### src/rtl/mldsa_params_pkg.sv
// Shared ML-DSA memory parameters, command encoding and memory arbiter state types.
package mldsa_params_pkg;

  localparam int unsigned MEM_DATA_WIDTH       = 24;
  localparam int unsigned MLDSA_MEM_ADDR_WIDTH = 8;

  typedef enum logic [1:0] {
    RW_IDLE  = 2'd0,
    RW_READ  = 2'd1,
    RW_WRITE = 2'd2
  } rw_e;

  typedef struct packed {
    rw_e                             rd_wr_en;
    logic [MLDSA_MEM_ADDR_WIDTH-1:0] addr;
  } mem_if_t;

  typedef enum logic [1:0] {
    ARB_IDLE  = 2'd0,
    ARB_OWN_A = 2'd1,
    ARB_OWN_B = 2'd2
  } arb_state_e;

  typedef enum logic {
    OWNER_A = 1'b0,
    OWNER_B = 1'b1
  } owner_e;

  localparam mem_if_t MEM_IF_IDLE = '{rd_wr_en: RW_IDLE, addr: '0};

endpackage

### src/rtl/mldsa_mem_rd_tag.sv
// One-cycle read-return tag for a single memory port: remembers who issued the
// read so the data is steered back to that requester even if the grant has moved.
module mldsa_mem_rd_tag
  import mldsa_params_pkg::*;
(
  input  logic                      clk,
  input  logic                      reset,
  input  logic                      issue,
  input  owner_e                    issuer,
  input  logic [MEM_DATA_WIDTH-1:0] read_data,
  output logic                      a_rvalid,
  output logic [MEM_DATA_WIDTH-1:0] a_rdata,
  output logic                      b_rvalid,
  output logic [MEM_DATA_WIDTH-1:0] b_rdata
);

  logic   tag_valid;
  owner_e tag_owner;

  always_ff @(posedge clk) begin
    if (reset) begin
      tag_valid <= 1'b0;
      tag_owner <= OWNER_A;
    end else begin
      tag_valid <= issue;
      tag_owner <= issuer;
    end
  end

  assign a_rvalid = tag_valid && (tag_owner == OWNER_A);
  assign b_rvalid = tag_valid && (tag_owner == OWNER_B);
  assign a_rdata  = a_rvalid ? read_data : '0;
  assign b_rdata  = b_rvalid ? read_data : '0;

endmodule

### src/rtl/mldsa_mem_arbiter.sv
// Two-requester (NTT / sampler) arbiter for a dual-port ML-DSA memory with
// alternating tie-break, bounded hold time, owner lock and tagged read return.
module mldsa_mem_arbiter
  import mldsa_params_pkg::*;
#(
  parameter int unsigned HOLD_MAX = 16
) (
  input  logic                      clk,
  input  logic                      reset,
  input  logic                      a_req,
  input  logic                      b_req,
  input  logic                      a_lock,
  input  logic                      b_lock,
  output logic                      a_gnt,
  output logic                      b_gnt,
  input  mem_if_t                   a_port0_req,
  input  mem_if_t                   a_port1_req,
  input  mem_if_t                   b_port0_req,
  input  mem_if_t                   b_port1_req,
  input  logic [MEM_DATA_WIDTH-1:0] a_p0_wdata,
  input  logic [MEM_DATA_WIDTH-1:0] a_p1_wdata,
  input  logic [MEM_DATA_WIDTH-1:0] b_p0_wdata,
  input  logic [MEM_DATA_WIDTH-1:0] b_p1_wdata,
  output logic [MEM_DATA_WIDTH-1:0] a_p0_rdata,
  output logic [MEM_DATA_WIDTH-1:0] a_p1_rdata,
  output logic [MEM_DATA_WIDTH-1:0] b_p0_rdata,
  output logic [MEM_DATA_WIDTH-1:0] b_p1_rdata,
  output logic                      a_p0_rvalid,
  output logic                      a_p1_rvalid,
  output logic                      b_p0_rvalid,
  output logic                      b_p1_rvalid,
  output mem_if_t                   mem_port0_req,
  output mem_if_t                   mem_port1_req,
  output logic [MEM_DATA_WIDTH-1:0] p0_write_data,
  output logic [MEM_DATA_WIDTH-1:0] p1_write_data,
  input  logic [MEM_DATA_WIDTH-1:0] p0_read_data,
  input  logic [MEM_DATA_WIDTH-1:0] p1_read_data
);

  localparam int unsigned     CNT_W     = (HOLD_MAX > 1) ? $clog2(HOLD_MAX) : 1;
  localparam logic [CNT_W-1:0] HOLD_LAST = CNT_W'(HOLD_MAX - 1);

  arb_state_e       state;
  arb_state_e       state_next;
  owner_e           last_owner;
  logic [CNT_W-1:0] hold_cnt;
  logic             hold_done;
  logic             issue0;
  logic             issue1;
  owner_e           issuer;

  assign hold_done = (hold_cnt == HOLD_LAST);

  always_ff @(posedge clk) begin
    if (reset) state <= ARB_IDLE;
    else       state <= state_next;
  end

  // Ownership decision: release hands over directly, expiry preempts unless locked.
  always_comb begin
    state_next = state;
    unique case (state)
      ARB_IDLE: begin
        if (a_req && b_req) state_next = (last_owner == OWNER_A) ? ARB_OWN_B : ARB_OWN_A;
        else if (a_req)     state_next = ARB_OWN_A;
        else if (b_req)     state_next = ARB_OWN_B;
      end
      ARB_OWN_A: begin
        if (!a_req)                            state_next = b_req ? ARB_OWN_B : ARB_IDLE;
        else if (b_req && !a_lock && hold_done) state_next = ARB_OWN_B;
      end
      ARB_OWN_B: begin
        if (!b_req)                            state_next = a_req ? ARB_OWN_A : ARB_IDLE;
        else if (a_req && !b_lock && hold_done) state_next = ARB_OWN_A;
      end
      default: state_next = ARB_IDLE;
    endcase
  end

  // Grants, tie-break history and tenure counter follow the next state.
  always_ff @(posedge clk) begin
    if (reset) begin
      a_gnt      <= 1'b0;
      b_gnt      <= 1'b0;
      last_owner <= OWNER_B;
      hold_cnt   <= '0;
    end else begin
      a_gnt <= (state_next == ARB_OWN_A);
      b_gnt <= (state_next == ARB_OWN_B);
      if (state_next == ARB_OWN_A)      last_owner <= OWNER_A;
      else if (state_next == ARB_OWN_B) last_owner <= OWNER_B;
      if ((state_next != state) || (state_next == ARB_IDLE)) hold_cnt <= '0;
      else if (!hold_done)                                    hold_cnt <= hold_cnt + CNT_W'(1);
    end
  end

  // Owner's commands pass straight through; everything else is dropped.
  always_comb begin
    mem_port0_req = MEM_IF_IDLE;
    mem_port1_req = MEM_IF_IDLE;
    p0_write_data = '0;
    p1_write_data = '0;
    case (state)
      ARB_OWN_A: begin
        mem_port0_req = a_port0_req;
        mem_port1_req = a_port1_req;
        p0_write_data = a_p0_wdata;
        p1_write_data = a_p1_wdata;
      end
      ARB_OWN_B: begin
        mem_port0_req = b_port0_req;
        mem_port1_req = b_port1_req;
        p0_write_data = b_p0_wdata;
        p1_write_data = b_p1_wdata;
      end
      default: ;
    endcase
  end

  assign issue0 = (mem_port0_req.rd_wr_en == RW_READ);
  assign issue1 = (mem_port1_req.rd_wr_en == RW_READ);
  assign issuer = (state == ARB_OWN_B) ? OWNER_B : OWNER_A;

  mldsa_mem_rd_tag u_rd_tag_p0 (
    .clk       (clk),
    .reset     (reset),
    .issue     (issue0),
    .issuer    (issuer),
    .read_data (p0_read_data),
    .a_rvalid  (a_p0_rvalid),
    .a_rdata   (a_p0_rdata),
    .b_rvalid  (b_p0_rvalid),
    .b_rdata   (b_p0_rdata)
  );

  mldsa_mem_rd_tag u_rd_tag_p1 (
    .clk       (clk),
    .reset     (reset),
    .issue     (issue1),
    .issuer    (issuer),
    .read_data (p1_read_data),
    .a_rvalid  (a_p1_rvalid),
    .a_rdata   (a_p1_rdata),
    .b_rvalid  (b_p1_rvalid),
    .b_rdata   (b_p1_rdata)
  );

endmodule

### config.mk
export PLATFORM = sky130hd
export DESIGN_NAME = mldsa_mem_arbiter
export DESIGN_NICKNAME = d
export VERILOG_FILES = /design/src/rtl/mldsa_params_pkg.sv /design/src/rtl/mldsa_mem_rd_tag.sv /design/src/rtl/mldsa_mem_arbiter.sv
export SDC_FILE = /design/constraint.sdc
export NUM_CORES = 1
export LEC_CHECK = 0
export CAP_MARGIN = 30
export CORE_AREA = 8 8 135 137
export DETAILED_ROUTE_END_ITERATION = 7
export DIE_AREA = 0 0 143 145
export MAX_ROUTING_LAYER = met4
export PLACE_DENSITY_LB_ADDON = 0.2
export SLEW_MARGIN = 30
export SYNTH_ARGS = -nofsm -noshare
export SYNTH_HDL_FRONTEND = slang
export SYNTH_SLANG_ARGS = --single-unit
### constraint.sdc
create_clock -name clk -period 3.48 [get_ports clk]
set_input_delay 0.696 -clock clk [delete_from_list [all_inputs] [get_ports clk]]
set_output_delay 0.696 -clock clk [all_outputs]
set_load 0.01 [all_outputs]
==> impl_metrics.py, run 1 <==
metrics = {
    "floorplanning": {
        "initial_core_util_pct": 15.4,
        "die_height_um": 145,
        "fp.coreArea_mm2": 0.0162,
        "ioPinCount": 360,
        "floorplan.die.width_um": 143,
        "floorplan.die_area_mm2": 0.0207,
        "rows": 47,
    },
    "outcome": {
        "outcome": "finished, final reports clean",
    },
    "cts": {
        "post_cts_resize_count": 0,
        "clk_transition_reported_paths_ps": 40,
        "cts.sink_count": 12,
        "cts_setup_buffers": 0,
        "htree_levels": 1,
        "cts_tree": "done",
        "cts-hold-fix-buffers": 0,
        "numCtsBuffers": 3,
        "cts_root_buffer": "clkbuf_16",
        "clock_path_buffers": 2,
        "worst_skew_pair.late_latency_ps": 240,
    },
    "power": {
        "power.combinational.fraction_pct": 70.1,
        "seqPwrFrac_pct": 12.4,
        "vdd_drop_max_v": 0.000113,
        "powerDensity_mw_per_mm2": 208,
        "p_leak_nw": 2.34,
        "internal_power_uw": 864,
        "netSwitchingFraction_pct": 35.3,
        "p_switching_uw": 471,
        "clockPowerShare_pct": 17.5,
    },
    "place": {
        "dp.final_hpwl_um": 14800,
        "placement.io_buffers": 359,
        "dp_worst_setup_slack_ps": 54.0,
        "placer_congestion_estimate": 0.870,
    },
    "hold_path": {
        "hold_class": "register to register",
        "hold_depth": 2,
        "worst_hold_path.endpoint": "hold_cnt[3]",
        "worstHoldStart": "hold_cnt[3]",
    },
    "timing": {
        "finalMaxSlewViolations": 0,
        "fmaxAchievable_mhz": 310,
        "finalSetupTns_ps": 0,
        "clock-skew-final_ps": 2.03,
        "finalWorstPathRequiredPeriod_ps": 3230,
        "setup_slack_ps": 252,
        "worst-slew-pin-transition_ps": 725,
        "fin_crit_sh_pct": 92.8,
        "finalSetupViolCount": 0,
        "timing.slew.headroom_pct": 51.5,
        "hold_viol": 0,
        "grt_setup_unrepaired": "false",
    },
    "worst_setup_path": {
        "worstSetupPathType": "input port to register",
        "max_fanout_on_critical_path": 8,
        "startpoint_type": "input port",
        "r2r_end": "hold_cnt[2]",
        "ff2ff_path_depth": 11,
        "rrSetupSlack_ps": 500,
        "cp-end-kind": "register",
        "arrival_ps": 3390,
        "required_time_of_the_worst_setup_path_ps": 3650,
        "reg2reg_from": "state[1]",
    },
    "detailed_routing": {
        "wl_um": 17400,
        "routed_wire_length_per_instance_um": 19.1,
        "drt_pass1_iterations": 4,
        "vias_per_instance": 4.37,
        "initialDrtViolationCount": 144,
        "drt.antenna.violating_nets": 0,
        "drcViolationCount": 0,
        "dr_total_vias": 3978,
    },
    "final_layout": {
        "layout-drive-gt1-share_pct": 3.91,
        "syn2layout_area_growth_pct": 157,
        "nets": 890,
        "nFillCells": 1634,
        "antenna-diode-count": 0,
    },
    "logic_synthesis": {
        "synthesis.area_mm2": 0.00249,
        "synth_top_flop_cell": "dfxtp_1",
        "synth_top_area_share_pct": 20.5,
        "synth-edff-count": 0,
        "async_reset_ff_share_pct": 0,
        "ys_types": 44,
        "post_synth.cell_area_avg_um2": 7.00,
        "yosys_register_bits": 12,
        "synth.largest_area_cell": "a22oi_1",
        "synth.yosys.warnings": 0,
        "netlist_instances": 356,
        "synth_seq_area_share_pct": 9.64,
        "synth.cells.most_frequent": "nor2b_1, a22oi_1, and2_1",
        "count_leader_synth": "nor2b_1",
        "main_area_contributors_after_synthesis": "a22oi_1, nor2b_1, and2_1, and3_1, dfxtp_1",
        "synth_fp_nets": 554,
    },
    "global_route": {
        "grt_pass1_wl_um": 25500,
        "antenna_found_initial": 0,
        "overflow": 0,
        "grt_max_degree": 70,
        "grt_util_all_layers_pct": 16.1,
        "grt_pass1_vias": 4320,
    },
    "run": {
        "cap_violations": 0,
    },
}
## power groups by stage
| stage | Sequential, mW | Clock [mW] | Combinational, mW |
|---|---|---|---|
| finish | 0.165 | 0.234 | 0.935 |
| global route | 0.168 | 0.252 | 1.02 |
| CTS | 0.166 | 0.242 | 0.949 |
| detailed placement | 0.168 | 0 | 0.945 |
| global placement | 0.166 | 0 | 0.932 |
| floorplan | 0.166 | 0 | 0.435 |
## routing by layer
| layer | GRT usage, % | up-vias | part of all wire (%) |
|---|---|---|---|
| met2 | 29.8 | 241 | 51 |
| met5 | - | - | 0 |
| met3 | 4.13 | 20 | 9.4 |
| met4 | 4.25 | 0 | 2.0 |
| met1 | 16.2 | 1777 | 37 |
| li1 | - | 1940 | - |
## state kept, by name (all words and copies together) (netlist names)
signal                 flops
a_gnt                      1
b_gnt                      1
hold_cnt                   4
last_owner                 1
state                      2
u_rd_tag_p0.tag_valid      1
u_rd_tag_p1.tag_owner      1
u_rd_tag_p1.tag_valid      1
## layout by cell type (no fill, tap or decap), types with 2 or more instances in the layout
master,synthesis,final
nand2_1,5,5
clkdlybuf4s50_1,0,359
a21oi_1,3,3
and2_1,50,50
a211oi_1,2,2
ha_1,8,6
dfxtp_1,12,12
ha_2,0,2
clkbuf_16,0,3
and3b_1,2,2
and3_1,48,48
a22oi_1,68,68
nor2_1,7,7
buf_4,1,5
o21ai_0,3,3
buf_12,0,3
nor2b_1,74,73
o21a_1,3,3
nand2b_1,3,3
inv_1,7,7
## kinds of logic after synthesis
| kind of cell | share of synthesized area [%] |
|---|---|
| AOI/OAI and AO/OA | 28.6 |
| xor gates and xnor gates | 0.352 |
| adders and majority gates | 4.02 |
| buffers and inverters | 6.88 |
| DFF | 9.64 |
| muxes | 0.402 |
| and+or+nand+nor | 50.1 |
## worst max path at each step
stage | startpoint | to | slack [ps] | cells past startpoint
detailed placement | b_req | hold_cnt[3] | 50 | 10
CTS | state[1] | p1_write_data[14] | 290 | 6
global route | b_req | hold_cnt[3] | 70 | 11
global placement | b_req | hold_cnt[3] | 110 | 11
finish | b_req | hold_cnt[2] | 250 | 10
floorplan | state[1] | hold_cnt[3] | 800 | 13
## critical path, stage by stage
cell	delay (ps)
clkdlybuf4s50_1	610
nand2b_1	170
o311ai_2	350
nand2b_1	130
a21o_1	230
ha_1	210
or3_1	400
nor3b_2	250
o32ai_2	150
nor3_2	190
## layout make-up
type | count | area (um2) | share of cell area [%]
tap | 220 | 275 | 4.29
sequential | 12 | 240 | 3.75
clock buffer | 4 | 88.8 | 1.39
multi-input combinational | 300 | 2090 | 32.5
timing repair buffer | 367 | 3690 | 57.6
inverter | 8 | 30.0 | 0.468
## metrics by stage
step | util, % | instance area [um2] | hold slack (ps) | total power, mW | std cells
floorplan | - | 2490 | 452 | 0.602 | 356
global placement | 39.1 | 6320 | 509 | 1.10 | 907
detailed placement | 39.1 | 6320 | 541 | 1.11 | 907
CTS | 39.7 | 6410 | 548 | 1.36 | 911
global route | 39.7 | 6410 | 587 | 1.44 | 911
finish | 39.7 | 6410 | 555 | 1.33 | 911
No activity file was read; power rests on OpenSTA's default activity.
==> inputs of run 2 (changes only) <==
==> constraint.sdc (replaced) <==
create_clock -name clk -period 3.48 [get_ports clk]
set_input_delay 0.87 -clock clk [delete_from_list [all_inputs] [get_ports clk]]
set_output_delay 0.87 -clock clk [all_outputs]
set_load 0.01 [all_outputs]
==> run 2 against run 1 <==
First-iteration DRC count shrank 43%. Clock power is 14% lower. Critical endpoint unchanged. Combinational power grew 2%. Sequential cell count unchanged. Cell count increased by 1.1%. Global-route usage about the same. Sequential power barely moved. Die area unchanged. Worst setup slack worse by 10 ps. Utilization rose by 0.41 points. Critical path depth rose by 1.
==> impl_metrics.py, run 2 (synthesis results as in run 1) <==
metrics = {
    "final_layout": {
        "syn2layout_area_growth_pct": 160,
        "largest_register_ffs": 4,
        "largest-register": "hold_cnt",
        "nets": 901,
        "reg.largest.list": "hold_cnt x4, state x2",
        "multi_input_area_mm2": 0.00208,
        "leading_cell_type_in_the_layout_fill_and_taps_excluded": "clkdlybuf4s50_1",
        "layout-drive-gt1-share_pct": 5.14,
        "area_taken_by_flip_flops_and_latches_um2": 240,
        "layout_common_cells": "clkdlybuf4s50_1, nor2b_1, a22oi_1, and2_1, and3_1",
        "nFillCells": 1608,
        "antenna-diode-count": 0,
    },
    "timing": {
        "hold_viol": 0,
        "finalSetupTns_ps": 0,
        "timing.slew.headroom_pct": 59.1,
        "grt_setup_unrepaired": "false",
        "fmaxAchievable_mhz": 309,
        "clock-skew-final_ps": 2.42,
        "fin_crit_sh_pct": 93.1,
        "finalSetupViolCount": 0,
        "worst-slew-pin-transition_ps": 613,
        "finalWorstPathRequiredPeriod_ps": 3240,
        "finalMaxSlewViolations": 0,
    },
    "place": {
        "dp.final_hpwl_um": 15000,
        "placer_congestion_estimate": 0.876,
        "placement.io_buffers": 359,
    },
    "worst_setup_path": {
        "reg2reg_from": "state[1]",
        "arrival_ps": 3400,
        "critical_path.startpoint": "b_req",
        "startpoint_type": "input port",
        "required_time_of_the_worst_setup_path_ps": 3640,
        "delay_contributed_by_the_slowest_stage_of_the_critical_path_ps": 490,
        "worstSetupPathType": "input port to register",
        "critical_path.most_common_cell": "nand2b_1",
        "critical_path_cell_sequence": "clkdlybuf4s50_1 > nand2b_1 > o311ai_2 > nand2b_1 > a21o_1 > ha_1 > or3_1 > o22ai_1 > buf_4 > o32ai_2 > nor3_2",
        "top_delay_family_on_crit_path": "compound AO/OA/AOI/OAI gates",
        "cp-end-kind": "register",
        "critical-path-slowest-cell": "clkdlybuf4s50_1",
        "cp.buffers_inverters": 2,
        "max_fanout_on_critical_path": 4,
    },
    "cts": {
        "cts.sink_count": 12,
        "cts_tree": "done",
        "clk_transition_reported_paths_ps": 40,
        "clock_path_buffers": 2,
        "cts-hold-fix-buffers": 0,
        "post_cts_resize_count": 0,
        "htree_levels": 1,
        "worst_skew_pair.late_latency_ps": 230,
        "numCtsBuffers": 3,
        "cts_root_buffer": "clkbuf_16",
        "cts_setup_buffers": 0,
    },
    "global_route": {
        "antenna_found_initial": 0,
        "grt_pass1_wl_um": 25400,
        "overflow": 0,
        "grt_max_degree": 69,
        "grt_util_all_layers_pct": 16.1,
        "grt_pass1_vias": 4220,
    },
    "detailed_routing": {
        "drt_pass1_iterations": 4,
        "drt.antenna.violating_nets": 0,
        "vias_per_instance": 4.35,
        "drcViolationCount": 0,
        "wl_um": 17400,
        "initialDrtViolationCount": 82,
        "routed_wire_length_per_instance_um": 18.9,
        "dr_total_vias": 4009,
    },
    "floorplanning": {
        "floorplan.die.width_um": 143,
        "ioPinCount": 360,
        "initial_core_util_pct": 15.4,
        "floorplan.die_area_mm2": 0.0207,
        "die_height_um": 145,
        "rows": 47,
        "fp.coreArea_mm2": 0.0162,
    },
    "hold_path": {
        "hold_class": "register to register",
        "worstHoldStart": "last_owner",
    },
    "outcome": {
        "outcome": "finished, final reports clean",
    },
    "power": {
        "power.combinational.fraction_pct": 72.1,
        "post-layout-total-power_mw": 1.32,
        "clockPowerShare_pct": 15.2,
        "internal_power_uw": 858,
        "powerDensity_mw_per_mm2": 204,
        "seqPwrFrac_pct": 12.7,
        "vdd_drop_max_v": 0.000137,
        "netSwitchingFraction_pct": 35.1,
        "p_switching_uw": 463,
        "p_leak_nw": 2.39,
    },
    "run": {
        "cap_violations": 0,
    },
}
-- run 2: worst paths after layout --
path / slack, ps / to / cells after the start
worst max-delay path: 240 / hold_cnt[2] / 11
worst min register to register: 520 / last_owner / 2
worst max register to register: 490 / hold_cnt[2] / 12
worst min-delay path: 520 / last_owner / 2
-- run 2: worst register-to-register path, delay by kind of cell, from the launching register on --
kind            cells  cell delay [ps]
fa+ha+maj           2              550
compound gates      4              910
flops               1              330
buf+inv             3              420
simple gates        3              700
-- run 2: through the flow --
step	setup WS [ps]	instance area [um2]	std cells	utilization (%)	hold WS (ps)
6_report	242	6480	921	40.1	519
5_1_grt	75.4	6480	921	40.1	557
4_1_cts	246	6480	921	40.1	521
3_5_place_dp	21.4	6400	918	39.6	505
3_3_place_gp	93.7	6400	918	39.6	504
2_1_floorplan	649	2490	356	-	452
-- run 2: routing by layer --
layer | up-vias | wire, um | global-route usage (%)
met5 | - | 0 | -
met4 | 0 | 473 | 4.84
met3 | 20 | 1660 | 4.00
met2 | 239 | 8980 | 29.7
met1 | 1785 | 6320 | 16.2
li1 | 1965 | - | -
-- run 2: power by group through the flow --
stage	Combinational, mW	Sequential, mW	Clock, mW
floorplan	0.435	0.166	0
global placement	0.951	0.171	0
detailed placement	0.964	0.170	0
CTS	0.969	0.168	0.207
global route	1.04	0.170	0.217
finish	0.953	0.167	0.201
-- run 2: cell type report --
cell class / instances / share of cell area, %
Clock buffer: 3 / 1.16
Multi-Input combinational cell: 300 / 32.2
Inverter: 8 / 0.463
Sequential cell: 12 / 3.71
Tap cell: 220 / 4.25
Timing Repair Buffer: 378 / 58.2
==> inputs of run 3 (changes only) <==
--- a/config.mk
+++ b/config.mk
@@ -6,9 +6,9 @@
 export NUM_CORES = 1
 export LEC_CHECK = 0
 export CAP_MARGIN = 30
-export CORE_AREA = 8 8 135 137
+export CORE_AREA = 2 2 140 142
 export DETAILED_ROUTE_END_ITERATION = 7
-export DIE_AREA = 0 0 143 145
+export DIE_AREA = 0 0 142 144
 export MAX_ROUTING_LAYER = met4
 export PLACE_DENSITY_LB_ADDON = 0.2
 export SLEW_MARGIN = 30
==> run 3 against run 2 <==
Register-to-register slack worse by 230 ps. Via count up 2.1%. Routed wire length is 14% lower. Critical path type is now register to primary output. Critical endpoint is now mem_port0_req[9]. Largest cell class unchanged. Largest power group unchanged.
==> impl_metrics.py, run 3 (synthesis results as in run 1) <==
metrics = {
    "place": {
        "placement.io_buffers": 359,
        "area_post_placement_mm2": 0.00644,
        "dp_worst_setup_slack_ps": 15.4,
        "dp.final_hpwl_um": 12700,
        "placer_congestion_estimate": 0.862,
    },
    "global_route": {
        "met2_usage_pct": 25.1,
        "groute.layer.met1.usage_pct": 14.7,
        "overflow": 0,
        "grt-busiest-layer": "met2",
        "grt_max_degree": 69,
        "grt_util_all_layers_pct": 13.2,
        "grt_pass1_vias": 3979,
        "grt_pass1_wl_um": 21100,
        "use_met3_pct": 1.42,
        "antenna_found_initial": 0,
    },
    "worst_setup_path": {
        "reg2reg_from": "state[1]",
        "max_fanout_on_critical_path": 17,
        "critical-path-slowest-cell": "ha_2",
        "required_time_of_the_worst_setup_path_ps": 2610,
        "delay_contributed_by_the_slowest_stage_of_the_critical_path_ps": 550,
        "cp-end-kind": "primary output",
        "rrSetupSlack_ps": 260,
        "critical_path_cell_sequence": "inv_1 > ha_2 > buf_4 > a22oi_1 > nor2b_1 > clkdlybuf4s50_1",
        "arrival_ps": 2410,
        "worstSetupPathType": "register to primary output",
        "startpoint_type": "register",
        "top_delay_family_on_crit_path": "buffers and inverters",
        "critical_path.startpoint": "state[1]",
        "cp.buffers_inverters": 3,
    },
    "cts": {
        "post_cts_resize_count": 0,
        "numCtsBuffers": 3,
        "cts.sink_count": 12,
        "clk_transition_reported_paths_ps": 40,
        "clock_path_buffers": 2,
        "worst_skew_pair.late_latency_ps": 230,
        "cts-hold-fix-buffers": 0,
        "htree_levels": 1,
        "cts_tree": "done",
        "cts_root_buffer": "clkbuf_16",
        "cts_setup_buffers": 0,
    },
    "final_layout": {
        "multi_input_area_mm2": 0.00208,
        "reg.largest.list": "hold_cnt x4, state x2",
        "layout-drive-gt1-share_pct": 5.41,
        "antenna-diode-count": 0,
        "nets": 903,
        "fin_area_mm2": 0.00652,
        "leading_cell_type_in_the_layout_fill_and_taps_excluded": "clkdlybuf4s50_1",
        "area_taken_by_flip_flops_and_latches_um2": 240,
        "syn2layout_area_growth_pct": 162,
        "largest-register": "hold_cnt",
        "largest_register_ffs": 4,
        "layout_common_cells": "clkdlybuf4s50_1, nor2b_1, a22oi_1, and2_1, and3_1",
        "nFillCells": 1995,
    },
    "detailed_routing": {
        "vias_per_instance": 4.35,
        "wl_um": 15000,
        "drcViolationCount": 0,
        "initialDrtViolationCount": 119,
        "dr_total_vias": 4092,
        "drt.antenna.violating_nets": 0,
        "routed_wire_length_per_instance_um": 15.9,
        "drt_pass1_iterations": 5,
    },
    "timing": {
        "finalSetupTns_ps": 0,
        "fmaxAchievable_mhz": 305,
        "fin_crit_sh_pct": 94.3,
        "finalMaxSlewViolations": 0,
        "clock-skew-final_ps": 4.34,
        "worst-slew-pin-transition_ps": 496,
        "setup_slack_ps": 198,
        "grt_setup_unrepaired": "false",
        "hold_viol": 0,
        "timing.slew.headroom_pct": 67.0,
        "finalSetupViolCount": 0,
        "finalWorstPathRequiredPeriod_ps": 3280,
    },
    "power": {
        "powerDensity_mw_per_mm2": 204,
        "vdd_drop_max_v": 0.000121,
        "p_leak_nw": 2.40,
        "post-layout-total-power_mw": 1.33,
    },
    "floorplanning": {
        "die_height_um": 144,
        "initial_core_util_pct": 13.1,
        "floorplan.die.width_um": 142,
        "fp.coreArea_mm2": 0.0191,
        "ioPinCount": 360,
        "rows": 51,
        "floorplan.die_area_mm2": 0.0204,
    },
    "hold_path": {
        "worstHoldStart": "last_owner",
        "hold_class": "register to register",
    },
    "outcome": {
        "outcome": "finished, final reports clean",
    },
    "run": {
        "cap_violations": 0,
    },
}
run 3: power by group:
group	switching (mW)	total, mW	internal, mW
logic	0.402	0.961	0.559
registers	0.0152	0.168	0.153
clock network	0.0498	0.199	0.149
total	0.467	1.33	0.861
run 3: final timing paths:
path / to / cells after the start
setup reg to reg: hold_cnt[2] / 11
setup / recovery: mem_port0_req[9] / 6
hold reg to reg: last_owner / 2
hold / removal: last_owner / 2
run 3: routing by layer:
layer  routed length, um  up-vias
met5                   0        -
met4                 278        0
met3                1100       20
met2                7980      251
met1                5600     1854
li1                    -     1967
run 3: worst register-to-register path: stages (launching register included):
cell and delay, ps:
dfxtp_1 340, inv_1 190, ha_2 550, inv_1 110, o311ai_2 410, nand2b_1 100
a21o_1 230, ha_1 200, or3_1 400, nor3b_2 270, o32ai_2 150, nor3_2 190
run 3: final cells by class:
cell class | instances | area share, %
Multi-Input combinational cell | 300 | 32.0
Clock buffer | 3 | 1.15
Inverter | 8 | 0.461
Tap cell | 238 | 4.57
Timing Repair Buffer | 380 | 58.1
Sequential cell | 12 | 3.69
run 3: per-stage QoR:
step	instances	hold slack, ps	utilization [%]
global route	941	558	34.2
finish	941	508	34.2
detailed placement	938	502	33.8
global placement	938	509	33.8
CTS	941	519	34.2
floorplan	356	452	-
